[config.mk]
export PLATFORM = sky130hd
export DESIGN_NAME = systolic_ctrl
export DESIGN_NICKNAME = d
export VERILOG_FILES = /design/src/rtl/mm_pkg.sv /design/src/rtl/skew_line.sv /design/src/rtl/systolic_ctrl.sv
export SDC_FILE = /design/constraint.sdc
export NUM_CORES = 1
export LEC_CHECK = 0
export CORE_MARGIN = 2
export CORE_UTILIZATION = 49
export CTS_CLUSTER_SIZE = 24
export DETAILED_ROUTE_END_ITERATION = 8
export HOLD_SLACK_MARGIN = 0.05
export MAX_ROUTING_LAYER = met4
export PLACE_DENSITY_LB_ADDON = 0.08
export REMOVE_ABC_BUFFERS = 1
export SLEW_MARGIN = 20
export SYNTH_ARGS = -nofsm -noshare
export SYNTH_HDL_FRONTEND = slang
export SYNTH_HIERARCHICAL = 1
export SYNTH_SLANG_ARGS = --single-unit
export TNS_END_PERCENT = 20
[constraint.sdc]
create_clock -name clk -period 5.8 [get_ports clk]
set_input_delay 0.87 -clock clk [delete_from_list [all_inputs] [get_ports clk]]
set_output_delay 0.87 -clock clk [all_outputs]
set_load 0.02 [all_outputs]
[src/rtl/mm_pkg.sv]
// mm_pkg: shared state type and sizing helpers for the systolic array sequencer
package mm_pkg;
   localparam int DEFAULT_WIDTH = 8;
   typedef enum logic [2:0] {IDLE, CLEAR, FEED, DRAIN, UNLOAD, DONE} state_e;
   function automatic int drain_cycles(input int n);
      return 2 * n;
   endfunction
endpackage

[src/rtl/skew_line.sv]
// skew_line: DEPTH-stage {valid, data} delay line; DEPTH = 0 passes straight through
module skew_line #(
   parameter int WIDTH = 8,
   parameter int DEPTH = 0
) (
   input  logic             clk,
   input  logic             reset,
   input  logic             d_valid,
   input  logic [WIDTH-1:0] d_data,
   output logic             q_valid,
   output logic [WIDTH-1:0] q_data
);
   localparam int LEN = DEPTH > 0 ? DEPTH : 1;
   logic [WIDTH:0] regs [LEN];
   always_ff @(posedge clk or posedge reset)
      if (reset)
         for (int s = 0; s < LEN; s++) regs[s] <= '0;
      else begin
         regs[0] <= {d_valid, d_data};
         for (int s = 1; s < LEN; s++) regs[s] <= regs[s-1];
      end
   assign {q_valid, q_data} = DEPTH == 0 ? {d_valid, d_data} : regs[LEN-1];
endmodule

[src/rtl/systolic_ctrl.sv]
// systolic_ctrl: clears, feeds (skewed), drains and unloads an N x N systolic mac array
module systolic_ctrl import mm_pkg::*; #(
   parameter int WIDTH = DEFAULT_WIDTH,
   parameter int N     = 4,
   parameter int K_MAX = 16,
   parameter int KW    = $clog2(K_MAX + 1),
   parameter int AW    = $clog2(K_MAX)
) (
   input  logic                 clk,
   input  logic                 reset,
   input  logic                 start,
   input  logic [KW-1:0]        k_len,
   output logic                 busy,
   output logic                 done,
   output logic                 rd_en,
   output logic [AW-1:0]        rd_addr,
   input  logic [N*WIDTH-1:0]   a_rd_data,
   input  logic [N*WIDTH-1:0]   b_rd_data,
   output logic [N*WIDTH-1:0]   arr_a,
   output logic [N-1:0]         arr_valid_a,
   output logic [N*WIDTH-1:0]   arr_b,
   output logic [N-1:0]         arr_valid_b,
   output logic                 arr_clr_n,
   output logic [$clog2(N)-1:0] res_row,
   output logic                 res_valid,
   input  logic                 res_ready
);
   localparam int DRAIN_LEN = drain_cycles(N);
   localparam int DW = $clog2(DRAIN_LEN);
   localparam int CW = KW > DW ? KW : DW;
   localparam int RW = $clog2(N);
   state_e state, state_nx;
   logic [KW-1:0] kq;
   logic [CW-1:0] cnt, cnt_nx;
   logic [RW-1:0] row_nx;
   logic valid_d;
   always_ff @(posedge clk or posedge reset)
      if (reset) begin
         state     <= IDLE;
         kq        <= '0;
         cnt       <= '0;
         res_row   <= '0;
         valid_d   <= 1'b0;
         arr_clr_n <= 1'b0;
      end else begin
         state     <= state_nx;
         cnt       <= cnt_nx;
         res_row   <= row_nx;
         valid_d   <= rd_en;
         arr_clr_n <= state_nx != CLEAR;
         if (state == IDLE && start) kq <= k_len > KW'(K_MAX) ? KW'(K_MAX) : k_len;
      end
   always_comb begin
      state_nx = state;
      cnt_nx   = cnt;
      row_nx   = res_row;
      case (state)
         IDLE: state_nx = start ? CLEAR : IDLE;
         CLEAR: begin
            state_nx = kq != '0 ? FEED : UNLOAD;
            cnt_nx   = '0;
            row_nx   = '0;
         end
         FEED: begin
            cnt_nx = cnt + 1'b1;
            if (cnt == CW'(kq) - CW'(1)) begin
               state_nx = DRAIN;
               cnt_nx   = '0;
            end
         end
         DRAIN: begin
            cnt_nx = cnt + 1'b1;
            if (cnt == CW'(DRAIN_LEN - 1)) begin
               state_nx = UNLOAD;
               row_nx   = '0;
            end
         end
         UNLOAD: if (res_ready) begin
            row_nx   = res_row + 1'b1;
            state_nx = res_row == RW'(N - 1) ? DONE : UNLOAD;
         end
         DONE: state_nx = IDLE;
         default: state_nx = IDLE;
      endcase
   end
   assign busy      = state != IDLE;
   assign done      = state == DONE;
   assign rd_en     = state == FEED;
   assign rd_addr   = rd_en ? cnt[AW-1:0] : '0;
   assign res_valid = state == UNLOAD;
   // row i and column i both sit i registers behind the read-data register
   genvar i;
   for (i = 0; i < N; i++) begin : g_edge
      logic va, vb;
      logic [WIDTH-1:0] da, db;
      skew_line #(.WIDTH(WIDTH), .DEPTH(i)) u_a (
         .clk(clk), .reset(reset), .d_valid(valid_d), .d_data(a_rd_data[i*WIDTH +: WIDTH]),
         .q_valid(va), .q_data(da));
      skew_line #(.WIDTH(WIDTH), .DEPTH(i)) u_b (
         .clk(clk), .reset(reset), .d_valid(valid_d), .d_data(b_rd_data[i*WIDTH +: WIDTH]),
         .q_valid(vb), .q_data(db));
      assign arr_valid_a[i]          = va;
      assign arr_valid_b[i]          = vb;
      assign arr_a[i*WIDTH +: WIDTH] = va ? da : '0;
      assign arr_b[i*WIDTH +: WIDTH] = vb ? db : '0;
   end
endmodule
# After elaboration in Yosys (flattened, before gate mapping)
# Cells that the tools add are included.
# classes
bitwise_logic	0
order_cmp	1
shifts	0
multipliers	0
addsub	3
div_mod_pow	0
n_reduce_logical	7
eq_ne	11
muxes	22
# op_table
operator	count
$mux 8	8
$pmux 3 s5	1
$pmux 5 s3	1
$mux 3	4
$mux 5	2
$reduce_bool 3->1	3
$eq 3x2->1 const B	2
$eq 3x3->1 const B	2
$pmux 2 s3	1
$add 5x1->5 const B	1
$eq 5x3->1 const B	1
$eq 5x5->1	1
$gt 5x5->1 const B	1
$reduce_bool 5->1	1
$sub 5x1->5 const B	1
$mux 2	2
$mux 4	1
$eq 3x1->1 const B	1
$logic_not 3->1	1
$ne 3x1->1 const B	1
$reduce_and 3->1	1
$add 2x1->2 const B	1
$eq 2x2->1 const B	1
$mux 1	2
other kinds (3)	3
# word_totals
latch_bits	0
n_memories	0
output_inout_bits	83
romBits	0
word_cells	62
mem_bits_rw	0
reg_bits	125
in_bits	73

# Longest topological paths before layout
# logic_depth
ltp_word	5
mapped_depth	7

# Modules after synthesis
# The synthesis kept the hierarchy.
# by_module_without_submodules
mod	area_each_um2	n_inst	cells_each
skew_line (g_edge[3].u_a ...)	739.5	2	36
systolic_ctrl	1441.4	1	174
skew_line (g_edge[2].u_a ...)	514.2	2	27
skew_line (g_edge[1].u_a ...)	229.0	2	10
skew_line (g_edge[0].u_a ...)	67.6	2	9

# Least setup slack after synthesis
# Ideal clock, no wire load.
# synth_path
kind	flip-flop to output port
from	register state[2]
to	output port rd_addr[0]
arrival_time_ps	1351
path_slack_ps	3579
path_buffers	0
required_ps	4930
path_stages_with_launch	5
path_cell_list	dfrtp_1 inv_1 nand2_1 nor2_1 and2_1
# synth_via
elab_chain_len	2
# synth_lines
item	line_no	rtl
start: declaration	systolic_ctrl.sv:32	state_e state, state_nx;
start signal: assignment	systolic_ctrl.sv:46	state <= state_nx;
$eq 3x2->1	systolic_ctrl.sv:88	assign rd_en = state == FEED;
named net rd_en	systolic_ctrl.sv:15	output logic rd_en,
$mux 4	systolic_ctrl.sv:89	assign rd_addr = rd_en ? cnt[AW-1:0] : '0;
end: declaration	systolic_ctrl.sv:16	output logic [AW-1:0] rd_addr,
# The timed path passes the listed nets, and every way through them passes these cells.

# Worst setup path in the final report
# layout_path
from	register state[2]
to	output port rd_addr[2]
# layout_via
elab_chain_len	2
# layout_lines
item	line_no
$eq 3x2->1	systolic_ctrl.sv:88
$mux 4	systolic_ctrl.sv:89
# Every way passes these cells.

==> impl_metrics.tcl <==
set metrics [dict create \
    ctsResizeCount 0 \
    n_antenna_cell 0 \
    gr-total-overflow 0 \
    place_hpwl_um 5730 \
    worst_path_max_delay_cell "clkdlybuf4s50_1" \
    synth.distinct_cells 32 \
    reg2reg_depth 7 \
    crit_required_ns 4.93 \
    stdcell_area_um2 6430 \
    antenna_found_initial 0 \
    fmax_ghz 0.310 \
    cp-end-kind "output pin" \
    gp_congestion 0.795 \
    topRoutingLayerUsed "met4" \
    area_growth_pct 41.5 \
    final_nets 529 \
    relSlewSlack 0.377 \
    synth_area_leaders "dfrtp_1 (69%), buf_4 (9.6%), and2_1 (9.2%)" \
    worstHoldEndpoint "g_edge[2].u_b/q_valid$_DFF_PP0_" \
    skew_ns 0.00995 \
    grt.total_usage 0.182 \
    critPathLaunchType "register" \
    post_synth.cell_area_avg_um2 13.4 \
    total_power_mw 3.23 \
    drt-total-wl_um 8450 \
    dpl_cell_area_um2 5790 \
    leakage_nw 2.84 \
    dr.first_iter.drc_count 31 \
    grt_pass1_wl_um 13300 \
    drt-vias-per-instance 4.56 \
    ys.flop_type "dfrtp_1" \
    ys_seq_area_frac 0.689 \
    period_needed_ns 3.23 \
    hold_path_depth 0 \
    netlist.area_leader.share 0.689 \
    finalCritPeriodShare 0.557 \
    async_flop_share 1.00 \
    wl_per_cell_um 14.7 \
    worstSetupPathType "register to output pin" \
    wl_met2_um 4470 \
    ys_ff_latch 125 \
    drtAntennaViolNets 0 \
    reg2reg_from "kq[0]$_DFFE_PP0P_" \
    drc 0 \
    hold_buffers 0 \
    syn-cell-area_um2 4540 \
    ff2ff_setup_slack_ns 3.74 \
    wl_met1_um 3540 \
    ys_warn_count 6 \
    maxSlewViolCount 0 \
    clock_path_buffers 2 \
    wl_met3_um 328 \
    start_util 0.499 \
    clock_sinks 125 \
    min_path_type "register to register" \
    max_stage_delay_ns 0.59 \
    cts_max_level 4 \
    io_buffer_count 155 \
    synth_edf_count 0 \
    min_from "g_edge[2].u_b/regs[17]$_DFF_PP0_" \
    die_y_um 100 \
    run_status "finished clean" \
    io-pin-count 156 \
    grt_pass1_vias 2634 \
    final-setup-viol-count 0 \
    worstReg2RegEnd "cnt[4]$_DFFE_PP0P_" \
    grt_max_degree 28 \
    clkTransAtPathRegs_ns 0.06 \
    vias 2624 \
    irDropWorstVdd_mv 0.250 \
    core_um2 9110 \
    die_w_um 100 \
    rows 35 \
    critical_path_arrival_ns 2.36 \
    yosysMostFrequentCell "dfrtp_1" \
    hold_violations 0 \
    cts_setup_buffers 0 \
    root_buffer "clkbuf_8" \
    fin_setup_tns_ns 0 \
    synth_cells 338 \
    firstDrtPassIters 4 \
    crit_chain "inv_1, nand2_1, nor2_1, and2_2, clkdlybuf4s50_1" \
    tightest_slew_ns 0.934 \
    crit_fanout 7 \
    cts_buffers 17 \
    dieArea_um2 10100 \
    cap_violations 0 \
    synth_top_cell_by_area "dfrtp_1" \
    rsz0062_at_grt "false" \
    powerDensity_nw_per_um2 502 \
    cts_tree "done" \
    synth_common_cells "dfrtp_1 (125), and2_1 (67), buf_4 (58), nand2_1 (15), inv_1 (13)" \
    drive_above_1_share 0.0839 \
    clkLatencyLatePin_ns 0.50 \
]
## sequential cells by signal, indices dropped and copies added, names as in the netlist
name / cells
g_edge.u_a/regs: 36
g_edge.u_b/regs: 36
g_edge.u_a/q_data: 16
g_edge.u_b/q_data: 16
cnt: 5
kq: 5
state: 3
g_edge.u_a/q_valid: 2
g_edge.u_b/q_valid: 2
res_row: 2
arr_clr_n: 1
valid_d: 1
## metrics by stage
| stage | setup WS (ns) | utilization | hold WS, ns | std cells |
|---|---|---|---|---|
| after floorplan | 3.57 | - | 0.331 | 279 |
| after global placement | 2.88 | 0.636 | 0.331 | 545 |
| after detailed placement | 2.86 | 0.636 | 0.335 | 545 |
| after CTS | 2.53 | 0.706 | 0.345 | 576 |
| after global routing | 2.43 | 0.706 | 0.349 | 576 |
| final | 2.57 | 0.706 | 0.343 | 576 |
## worst max-delay path by stage
stage / from / endpoint / slack [ns] / cells after the start
final: state[2]$_DFF_PP0_ / rd_addr[2] / 2.57 / 5
after global routing: state[2]$_DFF_PP0_ / rd_addr[3] / 2.43 / 5
after CTS: state[2]$_DFF_PP0_ / rd_addr[2] / 2.53 / 5
after detailed placement: a_rd_data[6] / arr_a[6] / 2.86 / 3
after global placement: b_rd_data[2] / arr_b[2] / 2.88 / 3
after floorplan: state[2]$_DFF_PP0_ / rd_addr[0] / 3.57 / 4
## cells in the final DEF, fill, tap and decap left out, types with 2 or more instances in the layout
cell,count
xor2_1,3
o21ai_0,9
bufinv_16,5
nand3_1,3
inv_6,3
clkbuf_8,2
mux2_2,2
ha_1,3
dfrtp_1,125
nand2b_1,5
clkinv_2,2
xnor2_1,4
nor3b_1,3
a21oi_1,2
and2_1,67
nor2_1,6
nor3_1,4
nand2_1,15
clkbuf_16,16
clkdlybuf4s50_1,155
inv_1,12
clkinv_4,2
## kinds of logic (layout without fill, tap and decap cells)
logic type / after synthesis / after routing / share of synthesized area
flops: 125 / 125 / 0.689
simple gates: 109 / 109 / 0.141
buf+inv: 72 / 199 / 0.108
compound gates: 19 / 19 / 0.0300
xor+xnor: 8 / 8 / 0.0185
fa+ha+maj: 3 / 3 / 0.00827
mux: 2 / 2 / 0.00496
## layer usage
metal / vias to the layer above / track usage
met5: - / -
met4: 0 / 0.0790
met3: 10 / 0.0467
met2: 72 / 0.291
met1: 1296 / 0.222
li1: 1246 / -
## area by class of cell
cell class	count	area [µm²]
clock buffers	18	428
well taps	111	139
flip-flops and latches	125	3130
inverters	13	48.8
fillers	647	2680
repair buffers	155	1550
clock inverters	13	211
multi-input cells	141	922
## worst max-delay path: cells and delay by family, from the launching register on
kind,cells,cell delay (ns)
simple gates,3,0.60
buf+inv,2,0.82
flops,1,0.44
## power by group
| group | switching [mW] | internal (mW) | total [mW] |
|---|---|---|---|
| Combinational | 0.474 | 0.497 | 0.971 |
| Clock | 0.379 | 0.754 | 1.13 |
| Sequential | 0.134 | 0.991 | 1.13 |
| Total | 0.987 | 2.24 | 3.23 |
(Power assumes the default switching activity.)
